==> src/rtl/clock_pkg.sv <==
// Shared types and constants for the MM:SS clock: mode encoding, internal
// sequencer states and the state-to-mode mapping.
package clock_pkg;

  localparam int unsigned SECS_PER_MIN = 60;

  typedef enum logic [1:0] {
    RUN     = 2'b00,
    SET_MIN = 2'b01,
    SET_SEC = 2'b10
  } mode_t;

  typedef enum logic [1:0] {
    StRun    = 2'b00,
    StSetMin = 2'b01,
    StBurst  = 2'b10,
    StSetSec = 2'b11
  } state_t;

  // BURST is an internal refinement of SET_MIN and reports as SET_MIN.
  function automatic mode_t state_to_mode(input state_t s);
    mode_t m;
    case (s)
      StRun:            m = RUN;
      StSetMin, StBurst: m = SET_MIN;
      StSetSec:         m = SET_SEC;
      default:          m = RUN;
    endcase
    return m;
  endfunction

endpackage

==> src/rtl/tick_prescaler.sv <==
// Modulo-N counter with enable and synchronous clear; o_tick is high in the
// cycle the count sits at N-1 while enabled, i.e. on the wrap.
module tick_prescaler #(
  parameter int unsigned N = 10
) (
  input  logic clk,
  input  logic reset,
  input  logic i_en,
  input  logic i_clr,
  output logic o_tick
);

  localparam int unsigned W = (N > 1) ? $clog2(N) : 1;
  localparam logic [W-1:0] Max = W'(N - 1);

  logic [W-1:0] r_cnt;

  always_ff @(posedge clk or negedge reset) begin
    if (!reset) begin
      r_cnt <= '0;
    end else if (i_clr) begin
      r_cnt <= '0;
    end else if (i_en) begin
      r_cnt <= (r_cnt == Max) ? '0 : r_cnt + 1'b1;
    end
  end

  assign o_tick = i_en & (r_cnt == Max);

endmodule

==> src/rtl/clock_mode_ctrl.sv <==
// Mode sequencer for the MM:SS counter: 1 Hz ticks in RUN, single pulses in
// SET_SEC, minute-sized pulse bursts in SET_MIN, plus display blink enables.
module clock_mode_ctrl
  import clock_pkg::*;
#(
  parameter int unsigned DIV       = 100_000_000,
  parameter int unsigned BLINK_DIV = 25_000_000,
  parameter int unsigned BURST_LEN = SECS_PER_MIN
) (
  input  logic       clk,
  input  logic       reset,
  input  logic       btn_mode,
  input  logic       btn_inc,
  output logic       count_pulse,
  output logic [1:0] mode,
  output logic       busy,
  output logic       blank_min,
  output logic       blank_sec
);

  localparam int unsigned BW = $clog2(BURST_LEN + 1);
  localparam logic [BW-1:0] BurstLast = BW'(BURST_LEN - 1);

  state_t        r_state;
  state_t        w_state_d;
  logic [BW-1:0] r_burst_cnt;
  logic          r_count_pulse;
  logic          w_count_pulse_d;
  logic          r_phase;

  logic w_run_tick;
  logic w_run_clr;
  logic w_blink_tick;
  logic w_blink_en;
  logic w_blink_clr;
  logic w_mode_chg;

  // Run prescaler restarts from zero whenever RUN is (re)entered.
  assign w_run_clr = (w_state_d != StRun);

  tick_prescaler #(
    .N(DIV)
  ) u_run_prescaler (
    .clk   (clk),
    .reset (reset),
    .i_en  (r_state == StRun),
    .i_clr (w_run_clr),
    .o_tick(w_run_tick)
  );

  assign w_mode_chg  = (state_to_mode(w_state_d) != state_to_mode(r_state));
  assign w_blink_en  = (r_state != StRun);
  assign w_blink_clr = w_mode_chg | (r_state == StRun);

  tick_prescaler #(
    .N(BLINK_DIV)
  ) u_blink_prescaler (
    .clk   (clk),
    .reset (reset),
    .i_en  (w_blink_en),
    .i_clr (w_blink_clr),
    .o_tick(w_blink_tick)
  );

  always_ff @(posedge clk or negedge reset) begin
    if (!reset) begin
      r_state <= StRun;
    end else begin
      r_state <= w_state_d;
    end
  end

  always_comb begin
    w_state_d       = r_state;
    w_count_pulse_d = 1'b0;
    unique case (r_state)
      StRun: begin
        w_count_pulse_d = w_run_tick;
        if (btn_mode) w_state_d = StSetMin;
      end
      StSetMin: begin
        if (btn_mode)     w_state_d = StSetSec;
        else if (btn_inc) w_state_d = StBurst;
      end
      StBurst: begin
        w_count_pulse_d = 1'b1;
        if (r_burst_cnt == BurstLast) w_state_d = StSetMin;
      end
      StSetSec: begin
        w_count_pulse_d = btn_inc & ~btn_mode;
        if (btn_mode) w_state_d = StRun;
      end
      default: w_state_d = StRun;
    endcase
  end

  // Burst count is zero outside BURST, so each burst starts from zero.
  always_ff @(posedge clk or negedge reset) begin
    if (!reset) begin
      r_burst_cnt   <= '0;
      r_count_pulse <= 1'b0;
      r_phase       <= 1'b0;
    end else begin
      r_burst_cnt   <= (r_state == StBurst) ? r_burst_cnt + 1'b1 : '0;
      r_count_pulse <= w_count_pulse_d;
      if (w_blink_clr) begin
        r_phase <= 1'b0;
      end else if (w_blink_tick) begin
        r_phase <= ~r_phase;
      end
    end
  end

  always_comb begin
    count_pulse = r_count_pulse;
    mode        = state_to_mode(r_state);
    busy        = (r_state == StBurst);
    blank_min   = r_phase & ((r_state == StSetMin) | (r_state == StBurst));
    blank_sec   = r_phase & (r_state == StSetSec);
  end

endmodule
==> config.mk <==
export PLATFORM = sky130hd
export DESIGN_NAME = clock_mode_ctrl
export DESIGN_NICKNAME = d
export VERILOG_FILES = /design/src/rtl/clock_pkg.sv /design/src/rtl/tick_prescaler.sv /design/src/rtl/clock_mode_ctrl.sv
export SDC_FILE = /design/constraint.sdc
export NUM_CORES = 1
export LEC_CHECK = 0
export CAP_MARGIN = 20
export CORE_UTILIZATION = 45
export CTS_CLUSTER_SIZE = 28
export DETAILED_ROUTE_END_ITERATION = 16
export PLACE_DENSITY = 0.67
export SLEW_MARGIN = 20
export SYNTH_ARGS = -nofsm -noshare
export SYNTH_HDL_FRONTEND = slang
export SYNTH_HIERARCHICAL = 1
export SYNTH_SLANG_ARGS = --single-unit
==> constraint.sdc <==
create_clock -name clk -period 2.6 [get_ports clk]
set_clock_uncertainty 0.2 [all_clocks]
set_input_delay 0.26 -clock clk [delete_from_list [all_inputs] [get_ports clk]]
set_output_delay 0.26 -clock clk [all_outputs]
set_load 0.02 [all_outputs]
; ---- Word-level counts from Yosys, hierarchy flattened
; Cells that the tools add are included.
[totals]
output_inout_bits = 6
inputBits = 4
wordCells = 55
regBits = 62
[classes]
mux = 18
n_eq_ne = 10
reduce_logical = 9
bitwise_logic = 9
n_addsub = 3
[op_table]
columns = op, count
row1 = 2-to-1 mux 27 bit, 3
row2 = 2-to-1 mux 25 bit, 3
row3 = adder 27 x 1 -> 27 bit (second input constant), 1
row4 = == test 27 bit (second input constant), 1
row5 = adder 25 x 1 -> 25 bit (second input constant), 1
row6 = == test 25 bit (second input constant), 1
row7 = case mux 2 bit (3 select lines), 2
row8 = 2-to-1 mux 2 bit, 5
row9 = nonzero test 2 bit, 5
row10 = == test 2 bit (second input constant), 4
row11 = case mux 2 bit (4 select lines), 1
row12 = adder 6 x 1 -> 6 bit (second input constant), 1
row13 = == test 6 bit (second input constant), 1
row14 = 2-to-1 mux 6 bit, 1
row15 = bitwise AND 1 bit, 5
row16 = == test 2 x 1 -> 1 bit (second input constant), 2
row17 = logical NOT 2 bit, 2
row18 = OR reduction 2 bit, 2
row19 = case mux 1 bit (3 select lines), 1
row20 = 2-to-1 mux 1 bit, 2
row21 = inequality test 2 bit, 1
row22 = inverter 1 bit, 2
row23 = bitwise OR 1 bit, 2

; ---- Depth between registers and ports, before layout
; Gate-level depths: netlist (run 1).
[logic_depth]
ltp_word = 9
ltp_mapped = 10
depth_no_buf = 10

; ---- Modules after synthesis
; Netlist (run 1), hierarchy kept.
[by_module_without_submodules]
columns = mod, n_inst, cells_each, seq_area_each_um2, area_per_inst_um2
row1 = tick_prescaler at u_run_prescaler, 1, 166, 675.6, 1574.0
row2 = tick_prescaler at u_blink_prescaler, 1, 169, 625.6, 1508.9
row3 = clock_mode_ctrl, 1, 55, 250.2, 580.6

; ---- Worst setup path before layout (run 1)
; No wires, ideal clock.
[synth_timing]
kind = flip-flop to flip-flop
startpoint = register r_state[0]
endpoint = register u_run_prescaler.r_cnt[15]
setup_slack_ps = -32
setup_ps = 130
arrival_ps = 2303
synth_period_minus_slack_ps = 2632
required_time_ps = 2270
path_buffers = 0
stages_incl_launch_ff = 11
path_cell_list = dfrtp_1 -> inv_1 -> ha_1 -> or4b_1 -> o221ai_1 -> o2111ai_1 -> nor2_1 -> nor3_2 -> nand4_1 -> xor2_1 -> nor2_1
[synth_between]
elab_chain_cells = 5
elab_cells_between_ends = 13
cone_classes = eq/ne (3) / mux (7) / reduce/logical (3)
[synth_rtl]
columns = element, line_no
row1 = from (decl), clock_mode_ctrl.sv:24  ; state_t r_state;
row2 = from (signal assigned), clock_mode_ctrl.sv:67  ; r_state <= StRun;
row3 = from (signal assigned), clock_mode_ctrl.sv:69  ; r_state <= w_state_d;
row4 = 2-to-1 mux 2 bit, clock_mode_ctrl.sv:83  ; else if (btn_inc) w_state_d = StBurst;
row5 = 2-to-1 mux 2 bit, clock_mode_ctrl.sv:82  ; if (btn_mode) w_state_d = StSetSec;
row6 = case mux 2 bit (4 select lines) *, clock_mode_ctrl.sv:76  ; unique case (r_state)
row7 = nonzero test 2 bit *, clock_mode_ctrl.sv:39  ; assign w_run_clr = (w_state_d != StRun);
row8 = named net w_run_clr, clock_mode_ctrl.sv:32  ; logic w_run_clr;
row9 = 2-to-1 mux 27 bit / nonzero test 2 bit (equally long branches), --
row10 = to (signal assigned), tick_prescaler.sv:24  ; r_cnt <= (r_cnt == Max) ? '0 : r_cnt + 1'b1;
row11 = to (decl), tick_prescaler.sv:16  ; logic [W-1:0] r_cnt;
; Mark *: on every way through the listed nets, which the timed path passes. The rest lies on a longest branch.
; A chain may end at the register's enable or synchronous reset.

; ---- Worst setup path after layout (run 1)
[layout_timing]
startpoint = register r_state[1]
endpoint = register u_run_prescaler.r_cnt[23]
; Same word-level chain as after synthesis.

==> impl_metrics.csv, run 1 <==
group,metric,value,unit
logic_synthesis,synthFlopType,"dfrtp_1",
critical_path,endpoint_kind,"flop",
final_layout,antenna_cells,0,
logic_synthesis,synth_cells,390,
critical_path,worstReg2RegEnd,"u_run_prescaler/r_cnt[23]",
flow_run,cap_violations,0,
logic_synthesis,synth_area,3660,um^2
sta,maxSlewHeadroom,62.2,%
logic_synthesis,async_flop_share,100,%
final_layout,syn2layout_area_growth,16.7,%
run_status,status,"finished clean",
critical_path,crit_type,"flop to flop",
critical_path,cp-start-kind,"flop",
final_layout,layout_commonest_cell,"dfrtp_1",
global_routing,grt_max_degree,63,
cts,insertion_delay,0.34,ns
placed_design,hpwlAfterDp,5820,um
cts,cts_max_level,3,
die,dieArea,8510,um^2
sta,setup_viol,0,
placed_design,place_congestion,0.891,
min_path,hold_path.class,"input port to async pin",
drt,routed_via_density,5.88,
die,fp.dieH,92.2,um
drt,ant_nets,0,
die,num_io_pins,10,
drt,wl,8700,um
critical_path,arrival,2.58,ns
pwr,cellLeakagePower,1.74,nW
final_layout,final_layout_size_suffix_gt1_share,17.6,%
drt,vias,3141,
logic_synthesis,synth.net_count,401,
die,die_width,92.2,um
logic_synthesis,ys_seq_area_share,42.3,%
critical_path,rr_worst_depth,8,
sta,tightest_slew,0.562,ns
global_routing,antenna_found_initial,0,
cts,numClockSinks,62,
pwr,p_per_area,725,nW/um^2
die,start_util,46.9,%
drt,wl_per_cell,16.3,um
global_routing,grt_overflow_total,0,
sta,hold_viol,0,
die,coreArea,7810,um^2
pwr,peakVddDrop,0.568,mV
cts,clk_pin_slew_worst_paths,0.07,ns
global_routing,grt_first_pass_wirelength,14600,um
drt,firstDrtPassIters,5,
placed_design,port_buffers,9,
placed_design,pre_cts_ws,-0.0769,ns
cts,numCtsBuffers,9,
global_routing,grt_pass1_vias,3107,
logic_synthesis,synth-seq-cells,62,
sta,setup_ws,0.0787,ns
sta,fmax,397,MHz
cts,cts_root_buf,"clkbuf_8",
sta,whs,0.249,ns
cts,cts_tree,"built",
logic_synthesis,ys_warn_count,6,
drt,drcViolationCount,0,
sta,slew_viol_final,0,
global_routing,track_usage,21.8,%
final_layout,most-common-layout-cells,"62 x dfrtp_1, 52 x nor2_1, 24 x nand2_1, 24 x nand4_1, 23 x nand3_1",
logic_synthesis,synth_edf_count,0,
logic_synthesis,avgSynthCellArea,9.39,um^2
sta,fin_setup_tns,0,ns
final_layout,nets,438,
logic_synthesis,synth_cell_types,66,
drt,first_iter_violations,187,
die,rows,32,
sta,fin_crit_sh,97.0,%
cts,clock_path_buffers,2,
critical_path,r2r_slack,0.08,ns
sta,finalCriticalPeriod,2.52,ns
critical_path,rr_startpoint,"r_state[1]",
critical_path,required,2.66,ns
critical_path,critPathMaxFanout,4,
worst max-delay path: stages (launching register included):
cell and delay, ns:
dfrtp_1 0.40, buf_4 0.14, ha_1 0.19, or4b_4 0.50, o221ai_4 0.10, o2111ai_4 0.15
buf_6 0.16, or4_1 0.52, o21ai_0 0.08
what timing repair did:
| item | CTS | global route |
|---|---|---|
| setup buffers | 3 | 2 |
| setup endpoints to repair | 19 | 20 |
| resized for setup | 4 | 14 |
| endpoints found under the hold margin | 62 | 0 |
| hold buffers | 1 | 0 |
| gates cloned | 0 | 0 |
| pin swaps | 2 | 5 |
per-stage QoR:
step	total power [mW]	instance area, um^2	util, %	cells
after CTS	2.98	4200	53.8	532
final	3.10	4270	54.7	534
after global routing	3.29	4270	54.7	534
after global placement	2.15	3980	50.9	512
after detailed placement	2.17	3980	50.9	512
after floorplan	1.74	3670	-	390
final cells by class:
cell class                      instances  area [um^2]
Tap cell                              102          128
Multi-Input combinational cell        311         2090
Fill cell                             701         3530
Timing Repair Buffer                   35          303
Clock inverter                          4         22.5
Clock buffer                           12          145
Inverter                                8         30.0
Sequential cell                        62         1550
where the power goes:
part	internal [mW]	switching, mW
combinational	0.539	0.762
sequential	1.02	0.0420
clock	0.368	0.371
logic make-up after synthesis:
logic type | count (synthesis) | share of synthesized area (%)
mux | 3 | 0.888
xor+xnor | 31 | 7.41
compound gates | 58 | 10.4
buf+inv | 17 | 2.56
flops | 62 | 42.3
fa+ha+maj | 7 | 2.39
simple gates | 212 | 34.0
flip-flops by register name, summed over array words and instances (netlist names):
name,count
u_run_prescaler/r_cnt,27
u_blink_prescaler/r_cnt,25
r_burst_cnt,6
r_state,2
count_pulse,1
r_phase,1
layer usage:
layer | GRT usage [%] | wire length (um) | up-vias
met1 | 26.3 | 4000 | 1546
met3 | 5.80 | 303 | 15
met2 | 36.9 | 4270 | 73
met4 | 8.07 | 130 | 0
li1 | - | - | 1507
met5 | 0 | 0 | -
worst max path at each step:
stage	from	to	slack (ns)	depth (start not counted)
after floorplan	r_state[0]	u_run_prescaler/r_cnt[15]	0.02	10
after global placement	btn_inc	u_run_prescaler/r_cnt[26]	0.05	9
after detailed placement	r_state[1]	u_run_prescaler/r_cnt[9]	-0.08	10
after CTS	r_state[0]	u_blink_prescaler/r_cnt[23]	0.04	9
after global routing	r_state[1]	u_run_prescaler/r_cnt[23]	-0.03	8
final	r_state[1]	u_run_prescaler/r_cnt[23]	0.08	8
Yosys cell counts (5+ instances only):
cell | n | area share [%]
a21oi_1 | 12 | 1.6
a32o_1 | 5 | 1.4
and2_1 | 13 | 2.2
and3_1 | 6 | 1.0
and4_1 | 7 | 1.7
dfrtp_1 | 62 | 42
ha_1 | 7 | 2.4
inv_1 | 7 | 0.72
nand2_1 | 25 | 2.6
nand3_1 | 25 | 3.4
nand4_1 | 24 | 4.1
nor2_1 | 53 | 5.4
o21ai_0 | 16 | 2.2
or3_1 | 7 | 1.2
xnor2_1 | 9 | 2.2
xor2_1 | 22 | 5.3
Power figures use the tool's default switching activity.
==> run 2, diff against run 1 <==
Settings changed: CORE_MARGIN set to 2, SETUP_SLACK_MARGIN set to 0.15.
==> impl_metrics.csv, run 2 (same netlist as run 1, synthesis figures left out) <==
group,metric,value,unit
global_routing,antenna_found_initial,0,
critical_path,r2r_slack,0.03,ns
global_routing,grt_first_pass_wirelength,14900,um
die,num_io_pins,10,
sta,slew_viol_final,0,
drt,drcViolationCount,0,
cts,cts_tree,"built",
critical_path,critPathTopFamily,"simple AND/OR/NAND/NOR gates",
critical_path,crit_path_max_incr_delay,0.50,ns
critical_path,arrival,2.60,ns
sta,hold_viol,0,
global_routing,grt_overflow_total,0,
placed_design,port_buffers,9,
critical_path,critPathMaxFanout,6,
critical_path,rr_worst_depth,11,
die,rows,32,
final_layout,stdcell_area,4430,um^2
drt,routed_via_density,5.90,
global_routing,grt_max_degree,39,
critical_path,cp.depth,11,
placed_design,post_dp_cell_area,3990,um^2
final_layout,final_layout_size_suffix_gt1_share,20.6,%
run_status,status,"finished clean",
sta,fin_setup_tns,0,ns
die,start_util,46.9,%
final_layout,regMostFlops,"u_run_prescaler/r_cnt",
pwr,p_per_area,786,nW/um^2
pwr,cellLeakagePower,1.79,nW
final_layout,largest_register_ffs,27,
pwr,peakVddDrop,0.481,mV
drt,ant_nets,0,
die,coreArea,7810,um^2
cts,cts_max_level,3,
final_layout,regArea,1550,um^2
sta,rsz0062_at_grt,"true",
drt,wl,8840,um
die,fp.dieH,94.2,um
critical_path,crit_slowest_cell,"or4b_4",
critical_path,endpoint_kind,"flop",
cts,clock_path_buffers,2,
sta,fmax,389,MHz
die,dieArea,8880,um^2
cts,numCtsBuffers,9,
critical_path,crit_type,"flop to flop",
critical_path,required,2.63,ns
sta,fin_crit_sh,98.8,%
sta,maxSlewHeadroom,60.1,%
cts,insertion_delay,0.34,ns
critical_path,crit_chain,"inv_2 -> ha_4 -> or4b_4 -> o221ai_4 -> o2111ai_2 -> buf_4 -> nor2_4 -> nor3_4 -> nand3_1 -> xor2_1 -> nor2_1",
die,die_width,94.2,um
flow_run,cap_violations,0,
final_layout,largestRegisters,"u_run_prescaler/r_cnt x27, u_blink_prescaler/r_cnt x25, r_burst_cnt x6",
final_layout,syn2layout_area_growth,21.0,%
global_routing,grt_pass1_vias,3163,
final_layout,most-common-layout-cells,"62 x dfrtp_1, 50 x nor2_1, 25 x nand3_1",
critical_path,path_buf_inv,2,
drt,wl_per_cell,16.4,um
sta,tightest_slew,0.599,ns
min_path,hold_path.class,"input port to async pin",
final_layout,antenna_cells,0,
sta,setup_viol,0,
sta,finalCriticalPeriod,2.57,ns
drt,firstDrtPassIters,5,
cts,cts_root_buf,"clkbuf_8",
final_layout,layout_commonest_cell,"dfrtp_1",
placed_design,hpwlAfterDp,5880,um
critical_path,cp-start-kind,"flop",
global_routing,track_usage,21.2,%
critical_path,rr_startpoint,"r_state[1]",
final_layout,final_util,56.8,%
cts,clk_pin_slew_worst_paths,0.07,ns
cts,numClockSinks,62,
final_layout,nets,443,
drt,vias,3178,
critical_path,worstReg2RegEnd,"u_run_prescaler/r_cnt[9]",
final_layout,fillers,687,
placed_design,place_congestion,0.871,
drt,first_iter_violations,217,
final_layout,multi_input_area,2130,um^2
-- run 2: worst max-delay path by stage --
stage	startpoint	slack, ns	endpoint
2_1_floorplan	r_state[0]	0.16	u_run_prescaler/r_cnt[15]
6_report	r_state[1]	0.03	u_run_prescaler/r_cnt[9]
4_1_cts	r_state[1]	0.12	u_run_prescaler/r_cnt[26]
3_5_place_dp	btn_mode	-0.07	u_run_prescaler/r_cnt[25]
5_1_grt	r_state[1]	-0.09	u_run_prescaler/r_cnt[9]
3_3_place_gp	btn_mode	0.0009	u_run_prescaler/r_cnt[15]
-- run 2: per-layer routing --
layer | up-vias | GRT usage, % | wire length [um]
li1 | 1522 | - | -
met1 | 1541 | 29.2 | 4120
met2 | 104 | 33.3 | 4250
met3 | 11 | 3.53 | 389
met4 | 0 | 8.70 | 77
met5 | - | 0 | 0
-- run 2: stage by stage --
| stage | hold WS [ns] | total power [mW] | worst slack [ns] | std cells |
|---|---|---|---|---|
| 3_5_place_dp | 0.109 | 2.17 | -0.0747 | 512 |
| 4_1_cts | 0.267 | 3.33 | 0.118 | 534 |
| 5_1_grt | 0.290 | 3.66 | -0.0897 | 539 |
| 3_3_place_gp | 0.106 | 2.16 | 0.000890 | 512 |
| 2_1_floorplan | -0.236 | 1.76 | 0.159 | 390 |
| 6_report | 0.254 | 3.49 | 0.0302 | 539 |
-- run 2: what timing repair did --
| action | CTS | global route |
|---|---|---|
| pin swaps | 7 | 13 |
| hold endpoints to repair | 24 | 0 |
| setup endpoints to repair | 21 | 36 |
| gates cloned | 1 | 0 |
| buffers inserted | 4 | 5 |
| hold buffers | 1 | 0 |
| resized for setup | 14 | 19 |
-- run 2: worst reg2reg max path, delay by kind of cell (launching register included) --
kind	cells	cell delay (ns)
compound gates	2	0.24
xor+xnor	1	0.18
fa+ha+maj	1	0.18
buf+inv	2	0.25
flops	1	0.39
simple gates	5	1.01
-- run 2: final cells by class --
cell class	count	share of cell area, %
Inverter	8	0.790
Clock buffer	10	3.10
Tap cell	102	2.88
Timing Repair Buffer	40	8.21
Sequential cell	62	35.0
Clock inverter	6	1.92
Multi-Input combinational cell	311	48.1
-- run 2: report_power, final --
part | switching [mW] | internal, mW | total [mW]
clock network | 0.397 | 0.562 | 0.959
registers | 0.0425 | 1.02 | 1.06
logic | 0.820 | 0.647 | 1.47
